[config.mk]
export PLATFORM = sky130hd
export DESIGN_NAME = bitbrick_seq_ctrl_flat
export DESIGN_NICKNAME = d
export VERILOG_FILES = /design/src/rtl/bitbrick_seq_ctrl_if.sv /design/src/rtl/bitbrick_seq_ctrl.sv /design/src/flat_wrapper.sv
export SDC_FILE = /design/constraint.sdc
export NUM_CORES = 1
export LEC_CHECK = 0
export CAP_MARGIN = 25
export CORE_ASPECT_RATIO = 1.1
export CORE_MARGIN = 2
export CORE_UTILIZATION = 30
export CTS_BUF_LIST = sky130_fd_sc_hd__clkbuf_2
export DETAILED_ROUTE_END_ITERATION = 12
export GPL_TIMING_DRIVEN = 0
export PLACE_DENSITY = 0.46
export SLEW_MARGIN = 15
export SYNTH_ARGS = -nofsm -noshare
export SYNTH_HDL_FRONTEND = slang
export SYNTH_SLANG_ARGS = --single-unit
[constraint.sdc]
create_clock -name clk -period 10.85 [get_ports clk]
set_clock_uncertainty 0.15 [all_clocks]
set_input_delay 3.255 -clock clk [delete_from_list [all_inputs] [get_ports clk]]
set_output_delay 3.255 -clock clk [all_outputs]
set_load 0.005 [all_outputs]
[src/rtl/bitbrick_seq_ctrl_if.sv]
// bitbrick_seq_ctrl_if: request/result handshake bundle for the bitbrick multiply sequencer.
//   in_valid/in_ready   request handshake carrying a, b (8b), sign_a, sign_b, prec (2b)
//   out_valid/out_ready result handshake carrying p (ACC_W, signed)
//   master = requester/consumer side, slave = sequencer side
interface bitbrick_seq_ctrl_if #(parameter int ACC_W = 16);
   logic             in_valid;
   logic             in_ready;
   logic [7:0]       a;
   logic [7:0]       b;
   logic             sign_a;
   logic             sign_b;
   logic [1:0]       prec;
   logic             out_valid;
   logic             out_ready;
   logic [ACC_W-1:0] p;
   modport master (output in_valid, a, b, sign_a, sign_b, prec, out_ready,
                   input  in_ready, out_valid, p);
   modport slave  (input  in_valid, a, b, sign_a, sign_b, prec, out_ready,
                   output in_ready, out_valid, p);
endinterface

[src/rtl/bitbrick_seq_ctrl.sv]
// bitbrick_seq_ctrl: temporal 2-bit-chunk multiply sequencer around one 2x2 bitbrick.
//   clk    rising-edge clock
//   reset  synchronous active-low reset
//   bus    bitbrick_seq_ctrl_if.slave (request a/b/sign/prec in, signed product p out)
//   ACC_W  accumulator/result width (>= 16, must match the interface ACC_W)
//   Optional macro BITBRICK_ZERO_SKIP_EN: a zero masked operand skips RUN and reports p = 0.
module bitbrick_seq_ctrl #(
   parameter int ACC_W = 16
) (
   input  logic                 clk,
   input  logic                 reset,
   bitbrick_seq_ctrl_if.slave   bus
);
   typedef enum logic [1:0] {IDLE, RUN, DONE} state_t;
   state_t                  state;
   logic [7:0]              a_r, b_r;
   logic                    sa, sb;
   logic [1:0]              c, c_in, i, j;
   logic [1:0]              x, y;
   logic signed [2:0]       xs, ys;
   logic signed [5:0]       prod;
   logic signed [ACC_W-1:0] acc, acc_next;
   logic                    last;
`ifdef BITBRICK_ZERO_SKIP_EN
   logic [7:0]              mask;
   logic                    zero_op;
`endif
   // c holds C-1, the index of the top (sign-carrying) chunk; reserved prec acts as 8-bit
   always_comb begin
      c_in     = bus.prec == 2'b00 ? 2'd0 : bus.prec == 2'b01 ? 2'd1 : 2'd3;
      x        = a_r[2*i +: 2];
      y        = b_r[2*j +: 2];
      xs       = {sa & (i == c) & x[1], x};
      ys       = {sb & (j == c) & y[1], y};
      prod     = xs * ys;
      acc_next = acc + ({{(ACC_W-6){prod[5]}}, prod} << (2*(i+j)));
      last     = (i == c) && (j == c);
`ifdef BITBRICK_ZERO_SKIP_EN
      mask     = bus.prec == 2'b00 ? 8'h03 : bus.prec == 2'b01 ? 8'h0F : 8'hFF;
      zero_op  = ((bus.a & mask) == 8'h00) || ((bus.b & mask) == 8'h00);
`endif
   end
   always_ff @(posedge clk) begin
      if (!reset) begin
         state         <= IDLE;
         bus.in_ready  <= 1'b1;
         bus.out_valid <= 1'b0;
         bus.p         <= '0;
         acc           <= '0;
         i             <= 2'd0;
         j             <= 2'd0;
      end else begin
         case (state)
            IDLE: if (bus.in_valid) begin
               a_r          <= bus.a;
               b_r          <= bus.b;
               sa           <= bus.sign_a;
               sb           <= bus.sign_b;
               c            <= c_in;
               acc          <= '0;
               i            <= 2'd0;
               j            <= 2'd0;
               bus.in_ready <= 1'b0;
`ifdef BITBRICK_ZERO_SKIP_EN
               state         <= zero_op ? DONE : RUN;
               bus.out_valid <= zero_op;
               if (zero_op) bus.p <= '0;
`else
               state        <= RUN;
`endif
            end
            RUN: begin
               acc <= acc_next;
               j   <= j == c ? 2'd0 : j + 2'd1;
               if (j == c) i <= i + 2'd1;
               if (last) begin
                  state         <= DONE;
                  bus.out_valid <= 1'b1;
                  bus.p         <= acc_next;
               end
            end
            DONE: if (bus.out_ready) begin
               state         <= IDLE;
               bus.out_valid <= 1'b0;
               bus.in_ready  <= 1'b1;
            end
            default: state <= IDLE;
         endcase
      end
   end
endmodule
[src/flat_wrapper.sv]
// flat-port wrapper written by rule: the top's interface ports become plain ports
module bitbrick_seq_ctrl_flat 
#(
   parameter int ACC_W = 16
)
  (clk, reset, bus_in_valid, bus_a, bus_b, bus_sign_a, bus_sign_b, bus_prec, bus_out_ready, bus_in_ready, bus_out_valid, bus_p);
  bitbrick_seq_ctrl_if #(.ACC_W(ACC_W)) bus_i ();
  input  logic clk;
  input  logic reset;
  input wire logic [$bits(bus_i.in_valid)-1:0] bus_in_valid;
  input wire logic [$bits(bus_i.a)-1:0] bus_a;
  input wire logic [$bits(bus_i.b)-1:0] bus_b;
  input wire logic [$bits(bus_i.sign_a)-1:0] bus_sign_a;
  input wire logic [$bits(bus_i.sign_b)-1:0] bus_sign_b;
  input wire logic [$bits(bus_i.prec)-1:0] bus_prec;
  input wire logic [$bits(bus_i.out_ready)-1:0] bus_out_ready;
  output wire logic [$bits(bus_i.in_ready)-1:0] bus_in_ready;
  output wire logic [$bits(bus_i.out_valid)-1:0] bus_out_valid;
  output wire logic [$bits(bus_i.p)-1:0] bus_p;
  assign bus_i.in_valid = bus_in_valid;
  assign bus_i.a = bus_a;
  assign bus_i.b = bus_b;
  assign bus_i.sign_a = bus_sign_a;
  assign bus_i.sign_b = bus_sign_b;
  assign bus_i.prec = bus_prec;
  assign bus_i.out_ready = bus_out_ready;
  assign bus_in_ready = bus_i.in_ready;
  assign bus_out_valid = bus_i.out_valid;
  assign bus_p = bus_i.p;
  bitbrick_seq_ctrl #(.ACC_W(ACC_W)) u_core (.clk(clk), .reset(reset), .bus(bus_i));
endmodule
After elaboration in Yosys (flattened, before gate mapping). Cells that the tools add are included.

$lt $le $gt $ge: 0. Divide/modulo/power cells: 0. Shifts and indexed selects: 3. Mux-type cells: 18. Bitwise operators: 4. Multipliers: 1. Equal/unequal tests: 9. Reductions and logical operators: 13. $add $sub $neg: 4.

Operators by type and width (number): case mux 16 bit (2 select lines) (1); left shift 16 x 32 -> 16 bit (1); adder 16 bit (1); 2-to-1 mux 16 bit (1); indexed part select 8 x 4 -> 2 bit (2); AND reduction 3 bit (5); 2-to-1 mux 2 bit (7); case mux 2 bit (2 select lines) (2); multiplier 3 x 3 -> 6 bit (1); case mux 2 bit (3 select lines) (1); nonzero test 2 bit (3); adder 2 x 1 -> 2 bit (second input constant) (2); bitwise AND 1 bit (4); equality test 2 x 1 -> 1 bit (second input constant) (2); equality test 2 bit (2); logical NOT 2 bit (2); 2-to-1 mux 1 bit (4); != test 2 x 1 -> 1 bit (second input constant) (2); != test 2 bit (second input constant) (2); case mux 1 bit (2 select lines) (2); AND reduction 2 bit (2); adder 2 x 2 -> 3 bit (1); equality test 2 bit (second input constant) (1); logical AND 1 bit (1).

Word-level logic and storage cells: 64. Memory bits (writable): 0. Input bits: 24. ROM bits: 0. Output and inout port bits: 18. Bits in latches: 0. Bits in registers: 60. Memories kept: 0.

Logic depth before layout (Yosys ltp).
Depth in word-level cells: 7. Gate-level depth with buffers: 22. Mapped depth without buffers: 21.

Worst setup path before layout. OpenSTA, ideal clock, no wires.

Path kind: input-to-reg. Start: in reset. End: reg u_core.a_r[0], enable pin. Stages on the path: 2. Path buffers: 1. Setup slack: 5.236 ns. Data arrival time: 5.035 ns. Data required time: 10.272 ns. Path through: buf_2 -> nor3b_1.

Longest elaborated chain between the ends: 1.

RTL lines: start, declared (line flat_wrapper.sv:9) `input logic reset;`; AND reduction 3 bit (no source line); end signal, assigned (line bitbrick_seq_ctrl.sv:55) `a_r <= bus.a;`; end, declared (line bitbrick_seq_ctrl.sv:16) `logic [7:0] a_r, b_r;`.

Every way passes these cells. A chain may end at the register's enable or synchronous reset.

Worst setup path after layout.
Start: reg u_core.i[0]. End: reg u_core.acc[14].

Longest elaborated chain between the ends: 7.

RTL lines: start, declared (line bitbrick_seq_ctrl.sv:18) `logic [1:0] c, c_in, i, j;`; start signal, assigned (line bitbrick_seq_ctrl.sv:75) `if (j == c) i <= i + 2'd1;`; parallel branches: the longest is 4 deep, another holds multiplier 3 x 3 -> 6 bit; left shift 16 x 32 -> 16 bit * (line bitbrick_seq_ctrl.sv:36) `acc_next = acc + ({{(ACC_W-6){prod[5]}}, prod} << (2*(i+j)));`; adder 16 bit * (line bitbrick_seq_ctrl.sv:36); case mux 16 bit (2 select lines) * (line bitbrick_seq_ctrl.sv:53) `case (state)`; end signal, assigned (line bitbrick_seq_ctrl.sv:73) `acc <= acc_next;`; end, declared (line bitbrick_seq_ctrl.sv:22) `logic signed [ACC_W-1:0] acc, acc_next;`.

Mark *: on every way between the ends.

==> results.md <==
- Worst reg-to-reg path cell count: 22
- Die Height: ~120 µm
- Simple-gate area share of the yosys netlist: 0.154
- Crit path max fanout: 9
- Critical path class: reg -> reg
- GRT Util Overall: 0.144
- Area leader, netlist: dfxtp_1
- Netlist Area Pre-Place: approximately 3600 µm²
- Max incr delay on CP: approximately 0.64 ns
- Initial core utilization: 0.310
- Maximum number of pins on one net before global-route repair: 13
- Worst Hold Class: reg -> reg
- Met1 Track Usage GR: 0.192
- Nets@finish: 464
- Final WS setup: 4.70 ns
- CP Capture Type: flop
- Peak VDD IR: about 0.000067 V
- Total number of vias: 2839
- Clock transition at path regs: roughly 0.21 ns
- Area growth syn-to-layout: 21.1%
- Final GP Congestion: approximately 0.83
- CTS Buf Count: 9
- Core area: around 12000 µm²
- RR Startpoint: u_core.i[0]
- Layout Cells excl Fill: ~570
- Synth Area in XOR/XNOR: 0.0538
- Buf/Inv on CP: 2
- Leak: 0.00164 µW
- Die W: around 110 µm
- Post-DR vias/cell: around 5
- RSZ-0062 raised after global routing: false
- Mapped Cells: about 360
- Die area: roughly 13000 µm²
- Critical-path cell list: buf_6 > mux4_1 > and4_1 > nand2_1 > inv_1 > fa_1 > ha_1 > ha_1 > fa_1 > xnor2_1 > xnor2_1 > nor2_1 > a21oi_1 > o22a_1 > nor2_1 > ha_1 > and3_1 > a221oi_2 > nor2_1 > o41a_1 > xnor2_1 > o21ai_1
- Setup Total Neg Slack: 0 ns
- Post-CTS Setup Bufs: 0
- Final wirelength: 8.61 mm
- Syn avg cell area: approximately 10 µm²
- Period utilization: 0.566
- Initial antenna violation count: 0
- TritonCTS clock tree: built
- Cts-stage hold buffer count: 0
- Multiplexer area fraction after synthesis: 0.0496
- Post-cts sizing count: 0
- Prevailing post-synth register cell: dfxtp_1
- First drt pass iteration count: 4
- Fmax: about 160 MHz
- Final Hold Fails: 0
- Dominant cells by area after synthesis: dfxtp_1 22%, edfxtp_1 17%, ha_1 7.3%, xnor2_1 4.4%, nand2_1 4.0%
- Clk sinks: 60
- Most Crowded Layer GR: met2
- Final setup fails: 0
- Actual slew at the worst max-slew pin: ~0.66 ns
- GRT overflow: 0
- Syn. warnings: 0
- Antenna Cells: 0
- Met3 Resource Use GR: 0.0375
- Yosys cell types: 58
- Average wire per standard cell: 15.2 µm
- Largest family of logic cells by synthesized area: compound AO/OA/AOI/OAI gates
- Max-Cap Viols: 0
- Synth Area in Compound Gates: 0.195
- Crit path DAT: around 6.4 ns
- Flops & latches, synth: 60
- EDFF count, synth: 20
- Most common cell in the synthesized netlist: dfxtp_1
- CTS Buffer Depth: 2
- Worst setup path start: u_core.i[0]
- Slowest cell on the critical path: mux4_1
- Total DRC errors in the routed layout: 0
- Top cells by count, synth: 40 x dfxtp_1, 38 x nand2_1, 21 x ha_1, 21 x o21ai_0
- Worst slack, placed: about 4.8 ns
- Min Hold Slack: between 0.3 and 0.4 ns
- Global-route wire length before repair: 14.3 mm
- Status: complete, no violations
- Share of layout cells above drive strength 1: 0.105
- Adder-Cell Fraction of Synth Area: 0.107
- Std-Cell Rows: 41
- Met2 global-route usage: 0.223
- IO Pins: between 40 and 50
- Async set-reset flop share out of synthesis: 0
- Post-route ant nets: 0
- Worst reg2reg path endpoint: u_core.acc[14]
- Critical Path Stages: 22
- Crit path launch type: flop
- Slew Limit Fails: 0
- Top Family by Delay on Critical Path: adder cells
- Vias in the first global route: between 2000 and 3000
- Syn nets: slightly above 400
- Number of port buffers: between 40 and 50
- Worst slew margin: 0.557
- Req. time, crit path: ~11 ns
- 1st-iter DRT viols: between 100 and 150
- Hold path start: u_core.acc[14]
- PwrDens: 129 nW/µm²
- Clock Latency Late Sink: 0.53 ns
- Post-detail-place hpwl: approximately 6.5 mm
- Reg2Reg Setup Slack: 4.70 ns
- H-tree levels: 3
- End of the critical path: u_core.acc[14]
- Yosys top cell area share: 0.224
- Min Clock Period, post-route: ~6.1 ns
- Clock root cell: clkbuf_2
- Sequential element share of the synthesized area: 0.391
- Placed cells: about 550
==> cell families after synthesis <==
logic type	Yosys count
buf+inv	30
xor+xnor	22
fa+ha+maj	27
flops	60
simple gates	109
mux	12
compound gates	99
==> where the power goes <==
group / switching [µW] / total [µW] / internal [µW]
clock network: 94.2 / 169 / 74.7
logic: 78.2 / 139 / 60.9
registers: 6.54 / 251 / 244
==> metal layers <==
metal	vias to the layer above	routed length, µm
li1	1423	-
met1	1347	4120
met2	54	3940
met3	15	384
met4	0	172
met5	-	0
==> flip-flops by register name (all words and copies together) (netlist names) <==
name / count
u_core.j: 2
u_core.bus.out_valid: 1
u_core.state: 2
u_core.acc: 16
u_core.b_r: 8
u_core.c: 2
u_core.bus.in_ready: 1
u_core.bus.p: 16
u_core.sa: 1
u_core.i: 2
u_core.sb: 1
u_core.a_r: 8
==> per-stage QoR <==
stage                     cell area (µm²)   util  power (µW)
after floorplan                      3580      -         352
after global placement               4180  0.362         395
after detailed placement             4200  0.364         395
after CTS                            4340  0.376         566
after global routing                 4340  0.376         594
final                                4340  0.376         559
==> worst min path at each step <==
stage,end,slack [ns],cells past startpoint
finish,u_core.acc[14],0.32,2
global route,u_core.acc[11],0.35,2
CTS,u_core.acc[12],0.32,2
detailed placement,u_core.acc[12],0.30,2
global placement,u_core.acc[2],0.29,2
floorplan,u_core.acc[12],0.28,2
==> area by class of cell <==
cell class                      count  area (µm²)
Buffer                             19         136
Clock buffer                        9        45.0
Clock inverter                      7        91.3
Fill cell                        1199        7210
Inverter                           11        41.3
Multi-Input combinational cell    269        2010
Sequential cell                    60        1400
Tap cell                          150         188
Timing Repair Buffer               43         425
==> worst reg2reg max path, stage by stage, from the launching register on <==
cell	delay, ns
dfxtp_1	0.40
buf_6	0.15
mux4_1	0.64
and4_1	0.21
nand2_1	0.10
inv_1	0.09
fa_1	0.47
ha_1	0.30
ha_1	0.21
fa_1	0.38
xnor2_1	0.15
xnor2_1	0.44
nor2_1	0.17
a21oi_1	0.15
o22a_1	0.15
nor2_1	0.04
ha_1	0.36
and3_1	0.21
a221oi_2	0.37
nor2_1	0.17
o41a_1	0.49
xnor2_1	0.17
o21ai_1	0.07
==> placed cells by master (no fill, tap or decap), types with 8 or more instances in the layout <==
cell type	n
nand2_1	38
clkbuf_2	9
ha_1	21
dfxtp_1	40
xnor2_1	18
nor2_1	19
edfxtp_1	20
o21ai_0	21
clkbuf_1	13
nor2b_1	8
inv_1	10
clkdlybuf4s50_1	41
mux2i_1	8
a21oi_1	20
No activity file was read; power rests on OpenSTA's default activity.
